==> config.mk <==
export PLATFORM = sky130hd
export DESIGN_NAME = dm_arbiter
export DESIGN_NICKNAME = d
export VERILOG_FILES = /design/src/rtl/dm_arb_pkg.sv /design/src/rtl/dm_arb_rr.sv /design/src/rtl/dm_arbiter.sv
export SDC_FILE = /design/constraint.sdc
export NUM_CORES = 1
export LEC_CHECK = 0
export ABC_AREA = 1
export BUFFER_PORTS_ARGS = -buffer_cell sky130_fd_sc_hd__buf_2
export CORE_MARGIN = 2
export CORE_UTILIZATION = 30
export DETAILED_ROUTE_END_ITERATION = 6
export GPL_TIMING_DRIVEN = 1
export PLACE_DENSITY_LB_ADDON = 0.25
export SYNTH_ARGS = -nofsm -noshare
export SYNTH_HDL_FRONTEND = slang
export SYNTH_SLANG_ARGS = --single-unit
==> constraint.sdc <==
create_clock -name clk -period 1.2 [get_ports clk]
set_clock_uncertainty 0.05 [all_clocks]
set_input_delay 0.24 -clock clk [delete_from_list [all_inputs] [get_ports clk]]
set_output_delay 0.24 -clock clk [all_outputs]
set_load 0.005 [all_outputs]
==> src/rtl/dm_arb_pkg.sv <==
// rtl/dm_arb_pkg.sv - shared types and defaults for the data-memory arbiter
package dm_arb_pkg;

  localparam int ADDR_W_DEF = 7;
  localparam int DATA_W_DEF = 32;

  typedef enum logic {
    ST_IDLE = 1'b0,
    ST_ACC  = 1'b1
  } arb_state_e;

endpackage

==> src/rtl/dm_arb_rr.sv <==
// rtl/dm_arb_rr.sv - two-way round-robin pick among eligible requesters
module dm_arb_rr (
  input  logic [1:0] eligible_i,
  input  logic       pointer_i,
  output logic       winner_o,
  output logic       valid_o
);

  always_comb begin
    valid_o  = |eligible_i;
    winner_o = 1'b0;
    unique case (eligible_i)
      2'b01:   winner_o = 1'b0;
      2'b10:   winner_o = 1'b1;
      2'b11:   winner_o = pointer_i;
      default: winner_o = 1'b0;
    endcase
  end

endmodule

==> src/rtl/dm_arbiter.sv <==
// rtl/dm_arbiter.sv - two-port (CPU / loader) arbiter in front of a single-port data memory
module dm_arbiter
  import dm_arb_pkg::*;
#(
  parameter int ADDR_W = ADDR_W_DEF,
  parameter int DATA_W = DATA_W_DEF
) (
  input  logic              clk,
  input  logic              rstn,
  input  logic [1:0]        req,
  input  logic [1:0]        we,
  input  logic [ADDR_W-1:0] addr0,
  input  logic [ADDR_W-1:0] addr1,
  input  logic [DATA_W-1:0] wdata0,
  input  logic [DATA_W-1:0] wdata1,
  output logic [1:0]        gnt,
  output logic [1:0]        rvalid,
  output logic [DATA_W-1:0] rdata,
  output logic              mem_we,
  output logic [ADDR_W-1:0] mem_addr,
  output logic [DATA_W-1:0] mem_din,
  input  logic [DATA_W-1:0] mem_dout
);

  arb_state_e        state_q, state_d;
  logic              ptr_q, ptr_d;
  logic              id_q, id_d;
  logic              we_q, we_d;
  logic [ADDR_W-1:0] addr_q, addr_d;
  logic [DATA_W-1:0] wdata_q, wdata_d;
  logic [DATA_W-1:0] rdata_q, rdata_d;
  logic [1:0]        rvalid_q, rvalid_d;

  logic [1:0] eligible;
  logic       win_id;
  logic       win_valid;

  // The port on the bus this cycle is masked so a held req is not served twice.
  assign eligible = req & ~gnt;

  dm_arb_rr u_rr (
    .eligible_i (eligible),
    .pointer_i  (ptr_q),
    .winner_o   (win_id),
    .valid_o    (win_valid)
  );

  always_ff @(posedge clk) begin
    if (!rstn) begin
      state_q <= ST_IDLE;
    end else begin
      state_q <= state_d;
    end
  end

  always_comb begin
    state_d = ST_IDLE;
    if (win_valid) begin
      state_d = ST_ACC;
    end
  end

  always_comb begin
    gnt    = 2'b00;
    mem_we = 1'b0;
    if (state_q == ST_ACC) begin
      gnt    = id_q ? 2'b10 : 2'b01;
      mem_we = we_q;
    end
  end

  always_comb begin
    ptr_d    = ptr_q;
    id_d     = id_q;
    we_d     = we_q;
    addr_d   = addr_q;
    wdata_d  = wdata_q;
    rdata_d  = rdata_q;
    rvalid_d = 2'b00;
    if (win_valid) begin
      ptr_d   = ~ptr_q;
      id_d    = win_id;
      we_d    = win_id ? we[1] : we[0];
      addr_d  = win_id ? addr1 : addr0;
      wdata_d = win_id ? wdata1 : wdata0;
    end
    // Read data is taken at the edge that closes the access cycle.
    if (state_q == ST_ACC && !we_q) begin
      rdata_d  = mem_dout;
      rvalid_d = id_q ? 2'b10 : 2'b01;
    end
  end

  always_ff @(posedge clk) begin
    if (!rstn) begin
      ptr_q    <= 1'b0;
      id_q     <= 1'b0;
      we_q     <= 1'b0;
      addr_q   <= '0;
      wdata_q  <= '0;
      rdata_q  <= '0;
      rvalid_q <= 2'b00;
    end else begin
      ptr_q    <= ptr_d;
      id_q     <= id_d;
      we_q     <= we_d;
      addr_q   <= addr_d;
      wdata_q  <= wdata_d;
      rdata_q  <= rdata_d;
      rvalid_q <= rvalid_d;
    end
  end

  assign rdata    = rdata_q;
  assign rvalid   = rvalid_q;
  assign mem_addr = addr_q;
  assign mem_din  = wdata_q;

endmodule

# Word level (Yosys, flattened, before mapping)
# Cells that the tools add are included.
# op_classes
eq_ne	2
mux	8
n_bitwise	3
reduce_logical	4
# op_table
op	n
32-bit two-way mux	1
7-bit two-way mux	1
2-bit == test (second input constant)	2
2-bit two-way mux	2
1-bit two-way mux	3
2-bit AND	1
2-bit NOT	1
1-bit case mux with 2 select lines	1
2-bit AND reduction	1
2-bit OR reduction	1
1-bit logical AND	1
1-bit logical NOT	1
1-bit NOT	1
# totals
ff_bits	77
in_bits	116
output_inout_bits	76
word_cells	25

# Logic depth before layout (Yosys ltp)
# Gate-level depths: netlist (run 1).
# logic_depth
ltp_word	7
depth_mapped	8
depth_no_buf	7

# Modules after synthesis
# From an unflattened synthesis (run 1), not the netlist that was laid out.
# unflattened
hier_cells	581
hier_area_um2	3611.0
# by_module_without_submodules
mod	instances	cells_per_inst	area_each_um2	seq_area_each_um2
dm_arbiter	1	576	3588.4	1541.5
dm_arb_rr	1	5	22.5	0.0

# Worst setup path before layout (run 1)
# OpenSTA, ideal clock, no wires.
# synth_path
path_kind	flip-flop to flip-flop
from	reg state_q
to	reg addr_q[0], in the netlist mem_addr[0]
setup_time_ns	0.113
t_arrival_ns	1.067
required_ns	1.037
setup_slack_ns	-0.030
path_stages_with_launch	8
n_path_buf	1
period_less_slack_ns	1.230
cell_sequence	dfxtp_1 nand2_1 nand2_2 inv_2 clkbuf_1 nand3_1 nand3_1 nand2_1
# synth_between
elab_chain_len	6
word_cells_on_any_way	8
cone_classes	2 x eq/ne; 3 x mux; 2 x bitwise; 1 x reduce/logical
# synth_lines
element	line	text
start, declared	dm_arbiter.sv:25	arb_state_e state_q, state_d;
start signal, assigned	dm_arbiter.sv:52	state_q <= state_d;
2-bit two-way mux *	dm_arbiter.sv:66	if (state_q == ST_ACC) begin
2-bit NOT *	dm_arbiter.sv:39	assign eligible = req & ~gnt;
2-bit AND *	dm_arbiter.sv:39	
2-bit == test	dm_arb_rr.sv:12	unique case (eligible_i)
1-bit case mux with 2 select lines	dm_arb_rr.sv:12	
7-bit two-way mux	dm_arbiter.sv:84	addr_d = win_id ? addr1 : addr0;
end signal, assigned	dm_arbiter.sv:107	addr_q <= addr_d;
end, declared	dm_arbiter.sv:29	logic [ADDR_W-1:0] addr_q, addr_d;
# Mark *: on every way between the ends. The rest lies on a longest branch, timed or not.
# A chain may end at the register's enable or synchronous reset.

# Worst setup path after layout (run 1)
# layout_path
from	reg id_q
to	out gnt[0]
# layout_between
elab_chain_len	2
# layout_lines
element	line	text
start, declared	dm_arbiter.sv:27	logic id_q, id_d;
start signal, assigned	dm_arbiter.sv:105	id_q <= id_d;
2-bit two-way mux	dm_arbiter.sv:67	gnt = id_q ? 2'b10 : 2'b01;
2-bit two-way mux	dm_arbiter.sv:66	
end, declared	dm_arbiter.sv:16	output logic [1:0] gnt,
# Every way passes these cells.

==> flow_metrics.tcl, run 1 <==
set metrics [dict create \
    hold_path_class "in -> reg" \
    clk-insertion-delay-late_ps 340 \
    die-width_um 110 \
    synth_area_leader_cell "dfxtp_1" \
    asr_flop_ratio_synth_pct 0 \
    synthToLayoutAreaGrowth_pct 57.6 \
    finalCoreUtilization_pct 48.7 \
    placementRows 38 \
    synth_common_cells "nand2_1, inv_1, nand3_1, dfxtp_1, nor2_1" \
    report.power.total_mw 6.88 \
    whs_path_depth 3 \
    core_area_um2 10900 \
    num_vias 3852 \
    ys_top_cells_by_area "dfxtp_1, nand2_1, nand3_1" \
    worst_path_most_repeated_cell "buf_6" \
    fin_nets 838 \
    cp_slowest_stage_delay_ps 340 \
    drcViolationCount 0 \
    final.min_clock_period_ps 1340 \
    mappedNetlistNets 625 \
    worstPathRequired_ps 910 \
    dpl.hpwl_um 7280 \
    final.setup.worst_slack_ps -139 \
    worstMarginPinSlew_ps 277 \
    grt_setup_unrepaired "true" \
    timing.hold.ws_ps 72.1 \
    switchingPower_mw 1.91 \
    comb_power_share_pct 22.6 \
    synth_seq_area_share_pct 45.8 \
    final-instance-count-excl-fill 867 \
    post-place-cells 833 \
    power.share.switching_pct 27.8 \
    power_frac_clock_pct 34.5 \
    report.final.setup_viol 62 \
    clk_transition_reported_paths_ps 90 \
    synth_cell_type_count 16 \
    initial_drc_count 190 \
    finish.instance_area_um2 5310 \
    syn_area_um2 3370 \
    timing.critical_path.buf_inv 4 \
    gp_congestion 0.768 \
    failed_checks "negative setup slack" \
    final-max-slew-violation-count 0 \
    cts_stage_hold_buffer_count 0 \
    grt_pass1_vias 3495 \
    list_of_cells_traversed_by_the_critical_path "inv_2, nand2_4, buf_6, inv_4, buf_6" \
    io_buffers 191 \
    reg2reg_setup_slack_ps -110 \
    boundaryPins 192 \
    met2_routed_wirelength_um 5260 \
    worstReg2RegEnd "mem_din[14]$_SDFFE_PN0P_" \
    min_from "mem_dout[30]" \
    top_layer_reached_by_signal_wires "met4" \
    routed_via_density 4.44 \
    seq_power_share_pct 42.8 \
    critical_path_sink_type "primary output" \
    antenna_violations_before_repair 1 \
    max_clock_freq_ghz 0.747 \
    maximum_number_of_pins_on_one_net_before_global_route_repair 33 \
    path_delay_family "flip-flops" \
    wire_per_inst_um 12.9 \
    wirelength_um 11200 \
    cts_max_path_buffers 2 \
    number_of_synthesized_flops_with_an_enable_pin 0 \
    count_of_yosys_warnings_during_synthesis 0 \
    timing.final.hold_violations 0 \
    finalCritPeriodShare_pct 112 \
    synth.top_cell.area_share_pct 45.8 \
    timing.hold.worst_endpoint "rdata[30]$_SDFFE_PN0P_" \
    pwr_per_cell_area_nw_per_um2 1300 \
    startpoint_type_of_the_worst_setup_path "register" \
    cap_viol_max_count 0 \
    syn_inst 509 \
    cts_tree "yes" \
    worstReg2RegStart "state_q$_SDFF_PN0_" \
    intPower_mw 4.97 \
    synth_ff_type "dfxtp_1" \
    initial_utilization_pct 30.9 \
    grt_remaining_overflow 0 \
    critPathSlowestCell "dfxtp_2" \
    max-slew-margin-rel_pct 81.5 \
    drt_met1_wl_um 4680 \
    avg_synthesized_cell_area_um2 6.61 \
    cts_root_buf "clkbuf_8" \
    final_layout_size_suffix_gt1_share_pct 38.2 \
    timing.critical_path.fanout_max 3 \
    synth.most_common_cell "nand2_1" \
    synth.ff_latch_count 77 \
    detailroute.wirelength.met3_um 1060 \
    max-vdd-ir-drop_mv 0.605 \
    global_route.usage.total_pct 16.9 \
    cts-buffers-inserted 9 \
    p_leak_nw 3.10 \
    numClockSinks 77 \
    placement.cell_area_um2 4620 \
    firstDrtPassIters 4 \
    timing_worst_setup_path_type "reg -> out" \
    number_of_cells_on_the_worst_reg_to_reg_path 7 \
    run_status "complete, but fails checks" \
    clock_tree.htree_level_count 3 \
    grt_pass1_wl_um 16000 \
    antenna_violating_nets_post_route 0 \
    timing.critical_path.arrival_ps 1050 \
    die-area_um2 12100 \
    chipHeight_um 110 \
]
-- registers in the layout (all words and copies together), names as in the netlist --
register  flops
mem_din      32
ptr_q         1
we_q          1
state_q       1
mem_addr      7
rdata        32
id_q          1
rvalid        2
-- metrics by stage --
step,TNS (ps),setup slack [ps]
final,-4350,-139
after global routing,-10060,-223
after CTS,-5180,-158
after detailed placement,-10660,-224
after global placement,-7040,-155
after floorplan,0,24.6
-- cell families after synthesis --
| logic type | count (synthesis) | share of synthesized area (%) |
|---|---|---|
| compound gates | 35 | 5.31 |
| buf+inv | 118 | 14.3 |
| flops | 77 | 45.8 |
| simple gates | 279 | 34.6 |
-- worst max-delay path by stage --
stage	slack, ps	from	depth (start not counted)	end
after floorplan	20	id_q$_SDFFE_PN0P_	8	mem_din[12]$_SDFFE_PN0P_
after global placement	-150	id_q$_SDFFE_PN0P_	8	mem_din[21]$_SDFFE_PN0P_
after detailed placement	-220	id_q$_SDFFE_PN0P_	8	mem_din[10]$_SDFFE_PN0P_
after global routing	-220	id_q$_SDFFE_PN0P_	5	gnt[0]
after CTS	-160	id_q$_SDFFE_PN0P_	5	gnt[0]
final	-140	id_q$_SDFFE_PN0P_	5	gnt[0]
-- metal layers --
layer,up-vias,global-route usage (%)
met4,0,5.24
met5,-,0
li1,1969,-
met1,1696,19.7
met3,17,5.57
met2,170,29.2
-- cell type report --
cell class | count | area, um^2
clock buffer | 9 | 124
timing repair buffer | 231 | 1570
sequential | 77 | 1550
clock inverter | 6 | 111
multi-input combinational | 314 | 1440
tap | 140 | 175
antenna | 1 | 2.50
fill | 1107 | 5580
inverter | 89 | 342
-- worst min-delay path, stage by stage --
cell	delay, ps
buf_2	80
nor2_1	40
nor2_1	80
-- layout by cell type, fill, tap and decap left out, types with 2 or more instances in the layout --
cell type / n
inv_1: 83
inv_2: 3
nand3_1: 82
dfxtp_1: 75
bufinv_16: 3
o21ai_0: 19
o21ai_1: 13
nor2_2: 9
nand2_4: 4
buf_12: 9
buf_2: 190
buf_4: 14
clkbuf_8: 9
buf_6: 9
nand2_1: 121
a21oi_1: 2
clkbuf_16: 8
inv_4: 3
nand2_2: 3
nor2_4: 4
nor2_1: 53
-- power by group through the flow --
stage / clock, mW / combinational, mW / sequential, mW
floorplan: 0 / 0.595 / 3.01
global placement: 0 / 1.28 / 2.99
detailed placement: 0 / 1.30 / 3.00
CTS: 2.46 / 1.38 / 2.95
global route: 2.56 / 1.74 / 2.98
finish: 2.38 / 1.56 / 2.95
-- timing repair --
action | in CTS | in global routing
setup endpoints to repair | 77 | 77
pin swaps | 1 | 3
gates resized for setup | 24 | 28
setup buffers | 5 | 2
cloned | 2 | 9
Note: power is estimated with default switching activity, not from simulation.
==> inputs of run 2 (changes only) <==
--- a/config.mk
+++ b/config.mk
@@ -8,9 +8,10 @@
 export ABC_AREA = 1
 export BUFFER_PORTS_ARGS = -buffer_cell sky130_fd_sc_hd__buf_2
 export CORE_MARGIN = 2
-export CORE_UTILIZATION = 30
+export CORE_UTILIZATION = 35
 export DETAILED_ROUTE_END_ITERATION = 6
 export GPL_TIMING_DRIVEN = 1
+export HOLD_SLACK_MARGIN = 0.12
 export PLACE_DENSITY_LB_ADDON = 0.25
 export SYNTH_ARGS = -nofsm -noshare
 export SYNTH_HDL_FRONTEND = slang
==> flow_metrics.tcl, run 2 (synthesized netlist as in run 1, its figures left out) <==
set metrics [dict create \
    worstReg2RegEnd "mem_din[30]$_SDFFE_PN0P_" \
    worstMarginPinSlew_ps 526 \
    die-area_um2 10400 \
    worstPathRequired_ps 910 \
    grt_setup_unrepaired "true" \
    io_buffers 191 \
    run_status "complete, but fails checks" \
    cts_tree "yes" \
    timing.critical_path.fanout_max 4 \
    diodes 0 \
    grt_pass1_wl_um 16400 \
    setup.worst_path.start "id_q$_SDFFE_PN0P_" \
    drcViolationCount 0 \
    final.setup.worst_slack_ps -138 \
    cap_viol_max_count 0 \
    timing.final.hold_violations 0 \
    fin_nets 869 \
    layout.cells.most_common_list "buf_2, nand2_1, inv_1" \
    core_area_um2 9280 \
    report.final.setup_viol 75 \
    finish.instance_area_um2 5560 \
    antenna_violating_nets_post_route 0 \
    synthToLayoutAreaGrowth_pct 65.2 \
    reg2reg_setup_slack_ps -120 \
    cts-buffers-inserted 9 \
    gp_congestion 0.804 \
    cts_root_buf "clkbuf_8" \
    num_vias 3960 \
    final-max-slew-violation-count 0 \
    startpoint_type_of_the_worst_setup_path "register" \
    hold_path_class "in -> reg" \
    most_common_library_cell_in_the_layout_ignoring_fill_and_taps "buf_2" \
    dpl.hpwl_um 6970 \
    number_of_cells_on_the_worst_reg_to_reg_path 8 \
    final.min_clock_period_ps 1340 \
    clk-insertion-delay-late_ps 340 \
    p_leak_nw 3.16 \
    wirelength_um 11100 \
    max-vdd-ir-drop_mv 0.519 \
    max_clock_freq_ghz 0.747 \
    final-instance-count-excl-fill 887 \
    grt_remaining_overflow 0 \
    finalCritPeriodShare_pct 112 \
    timing_worst_setup_path_type "reg -> out" \
    pwr_per_cell_area_nw_per_um2 1170 \
    clk_transition_reported_paths_ps 80 \
    firstDrtPassIters 4 \
    finalCoreUtilization_pct 59.9 \
    placement.cell_area_um2 4540 \
    cts_max_path_buffers 2 \
    timing.hold.worst_endpoint "mem_din[4]$_SDFFE_PN0P_" \
    final_layout_size_suffix_gt1_share_pct 38.1 \
    failed_checks "negative setup slack" \
    boundaryPins 192 \
    post-place-cells 820 \
    timing.critical_path.arrival_ps 1050 \
    routed_via_density 4.46 \
    clock_tree.htree_level_count 3 \
    initial_drc_count 90 \
    die-width_um 102 \
    pre_cts_slack_ps -152 \
    numClockSinks 77 \
    chipHeight_um 102 \
    grt_pass1_vias 3684 \
    min_from "wdata0[4]" \
    placementRows 35 \
    antenna_violations_before_repair 0 \
    worstReg2RegStart "state_q$_SDFF_PN0_" \
    global_route.usage.total_pct 19.8 \
    report.power.total_mw 6.53 \
    critical_path_sink_type "primary output" \
    wire_per_inst_um 12.5 \
    max-slew-margin-rel_pct 64.9 \
    maximum_number_of_pins_on_one_net_before_global_route_repair 35 \
    initial_utilization_pct 36.3 \
    whs_path_depth 5 \
]
==> run 2: stage by stage <==
stage,TNS (ps),hold slack (ps)
6_report,-6420,138
2_1_floorplan,0,325
3_5_place_dp,-9020,386
4_1_cts,-3340,121
5_1_grt,-11720,128
3_3_place_gp,-6420,383
==> run 2: power by group <==
group          total (mW)  internal (mW)  switching [mW]
combinational        1.62          0.827           0.789
sequential           2.97           2.81           0.159
clock                1.94          0.971           0.972
total                6.53           4.61            1.92
==> run 2: per-layer routing <==
layer | share of wire [%] | wire length [um] | track usage, % | vias up
li1 | - | - | - | 2036
met1 | 42 | 4670 | 23.0 | 1782
met2 | 50 | 5560 | 35.6 | 137
met3 | 7.3 | 812 | 5.27 | 5
met4 | 0.64 | 71 | 6.05 | 0
met5 | 0 | 0 | 0 | -
==> run 2: worst max path at each step <==
| stage | to | slack, ps |
|---|---|---|
| after floorplan | mem_din[12]$_SDFFE_PN0P_ | 20 |
| after global placement | mem_din[13]$_SDFFE_PN0P_ | -120 |
| after detailed placement | mem_din[13]$_SDFFE_PN0P_ | -150 |
| after CTS | gnt[0] | -150 |
| after global routing | gnt[0] | -200 |
| final | gnt[0] | -140 |
==> run 2: worst max-delay path, cell delays in order (launching register included) <==
cell and delay [ps]:
dfxtp_4 370, inv_4 60, nand2_4 50, buf_6 120
inv_4 40, buf_6 80
==> run 2: repair_timing <==
action,CTS,global route
endpoints found under the setup margin,78,76
hold buffers,38,0
hold endpoints to repair,38,0
gates cloned,1,5
buffers inserted,3,5
pin swaps,0,36
resized for setup,27,77
==> run 2: layout make-up <==
class	instances	area, um^2
fill	881	3720
timing repair buffer	262	1790
sequential	77	1550
multi-input combinational	314	1520
inverter	89	349
tap	129	161
clock buffer	11	131
clock inverter	5	61.3
==> inputs of run 3 (changes only) <==
--- a/config.mk
+++ b/config.mk
@@ -8,11 +8,12 @@
 export ABC_AREA = 1
 export BUFFER_PORTS_ARGS = -buffer_cell sky130_fd_sc_hd__buf_2
 export CORE_MARGIN = 2
-export CORE_UTILIZATION = 35
+export CORE_UTILIZATION = 40
 export DETAILED_ROUTE_END_ITERATION = 6
 export GPL_TIMING_DRIVEN = 1
 export HOLD_SLACK_MARGIN = 0.12
-export PLACE_DENSITY_LB_ADDON = 0.25
+export PLACE_DENSITY = 0.73
+export SLEW_MARGIN = 20
 export SYNTH_ARGS = -nofsm -noshare
 export SYNTH_HDL_FRONTEND = slang
 export SYNTH_SLANG_ARGS = --single-unit
==> flow_metrics.tcl, run 3 (synthesized netlist as in run 1, its figures left out) <==
set metrics [dict create \
    fin_nets 863 \
    setup.worst_path.start "id_q$_SDFFE_PN0P_" \
    num_vias 3959 \
    worstReg2RegStart "state_q$_SDFF_PN0_" \
    clk_transition_reported_paths_ps 80 \
    intPower_mw 4.70 \
    worstPathRequired_ps 910 \
    failed_checks "negative setup slack" \
    chipHeight_um 95.7 \
    worstMarginPinSlew_ps 491 \
    startpoint_type_of_the_worst_setup_path "register" \
    firstDrtPassIters 4 \
    initial_utilization_pct 41.2 \
    final-max-slew-violation-count 0 \
    core_area_um2 8180 \
    timing.critical_path.fanout_max 3 \
    cts-buffers-inserted 9 \
    final.min_clock_period_ps 1340 \
    final.setup.worst_slack_ps -140 \
    drcViolationCount 0 \
    max-slew-margin-rel_pct 67.3 \
    numClockSinks 77 \
    wirelength_um 11100 \
    finalCritPeriodShare_pct 112 \
    report.power.total_mw 6.57 \
    switchingPower_mw 1.87 \
    cts_root_buf "clkbuf_8" \
    max-vdd-ir-drop_mv 0.688 \
    cap_viol_max_count 0 \
    timing.critical_path.arrival_ps 1050 \
    boundaryPins 192 \
    max_clock_freq_ghz 0.746 \
    ff_latch_area_um2 1550 \
    final_layout_size_suffix_gt1_share_pct 39.1 \
    initial_drc_count 102 \
    global_route.usage.total_pct 21.2 \
    multi_input_area_um2 1530 \
    dpl.hpwl_um 6750 \
    timing.final.hold_violations 0 \
    antenna_violations_before_repair 1 \
    most_common_library_cell_in_the_layout_ignoring_fill_and_taps "buf_2" \
    cts_max_path_buffers 2 \
    filler_cell_count 681 \
    comb_power_share_pct 24.8 \
    seq_power_share_pct 45.2 \
    die-width_um 95.7 \
    placement.cell_area_um2 4520 \
    layout.cells.most_common_list "buf_2, nand2_1, inv_1" \
    antenna_violating_nets_post_route 0 \
    power_frac_clock_pct 30.0 \
    report.final.setup_viol 75 \
    gp_congestion 0.788 \
    placementRows 33 \
    routed_via_density 4.62 \
    pwr_per_cell_area_nw_per_um2 1200 \
    power.share.switching_pct 28.5 \
    clock_tree.htree_level_count 3 \
    cts_tree "yes" \
    maximum_number_of_pins_on_one_net_before_global_route_repair 35 \
    run_status "complete, but fails checks" \
    timing_worst_setup_path_type "reg -> out" \
    io_buffers 191 \
    p_leak_nw 3.14 \
    grt_pass1_wl_um 15500 \
    grt_remaining_overflow 0 \
    critical_path_sink_type "primary output" \
    grt_pass1_vias 3502 \
    finish.instance_area_um2 5490 \
    wire_per_inst_um 12.9 \
    synthToLayoutAreaGrowth_pct 63.0 \
    clk-insertion-delay-late_ps 330 \
    hold_path_class "in -> reg" \
    grt_setup_unrepaired "true" \
    die-area_um2 9170 \
    min_from "wdata0[8]" \
]
-- run 3: cell types whose count changed in the layout (fill, tap and decap cells not counted), moves of 2 or more --
| cell | previous run | this run |
|---|---|---|
| dlygate4sd3_1 | 38 | 32 |
| buf_6 | 11 | 6 |
| nor2_1 | 64 | 60 |
| nor2_2 | 0 | 4 |
| buf_4 | 13 | 16 |
| clkinv_4 | 3 | 0 |
| inv_2 | 1 | 4 |
| inv_4 | 4 | 1 |
| clkbuf_1 | 2 | 0 |
| clkbuf_8 | 9 | 11 |
-- run 3: power by group through the flow --
stage,combinational [mW],clock (mW),sequential [mW]
final,1.63,1.97,2.97
after CTS,1.41,2.03,2.94
after global routing,1.80,2.12,3.00
after global placement,1.22,0,2.99
after detailed placement,1.25,0,2.99
after floorplan,0.595,0,3.01
-- run 3: final timing paths --
path	slack [ps]	endpoint	depth (start not counted)
worst max-delay path	-140	gnt[0]	5
worst min-delay path	140	mem_din[8]$_SDFFE_PN0P_	5
worst max register to register	-110	rdata[16]$_SDFFE_PN0P_	7
worst min register to register	400	mem_din[8]$_SDFFE_PN0P_	2
-- run 3: repair_timing --
action / CTS / global route
endpoints found under the setup margin: 78 / 77
setup buffers: 7 / 3
pin swaps: 2 / 33
endpoints found under the hold margin: 32 / 0
hold buffers: 32 / 0
cloned: 1 / 5
resized for setup: 22 / 78
-- run 3: per-layer routing --
layer | share of wire (%) | global-route usage (%) | routed length (um) | vias to the layer above
li1 | - | - | - | 2019
met1 | 40 | 24.0 | 4450 | 1775
met2 | 50 | 38.6 | 5530 | 152
met3 | 8.2 | 4.93 | 905 | 13
met4 | 1.5 | 8.21 | 167 | 0
met5 | 0 | 0 | 0 | -
-- run 3: worst max-delay path, stage by stage (launching register included) --
cell and delay [ps]:
dfxtp_2 340, inv_2 80, nand2_4 60, buf_6 110, inv_2 40, buf_6 90
-- run 3: cell type report --
type | count | area share, %
diodes | 1 | 0.0456
clock inverters | 4 | 0.866
flip-flops and latches | 77 | 28.2
inverters | 89 | 6.36
clock buffers | 11 | 2.76
well taps | 105 | 2.39
multi-input cells | 314 | 27.9
repair buffers | 256 | 31.5
-- run 3: per-stage QoR --
step	hold slack (ps)	cells	TNS [ps]	setup slack [ps]	util (%)
detailed placement	384	794	-10810	-195	55.2
CTS	121	849	-4690	-137	63.5
global placement	382	794	-7700	-143	55.2
finish	136	857	-4800	-140	67.1
global route	158	857	-9420	-188	67.1
floorplan	325	509	0	24.6	-
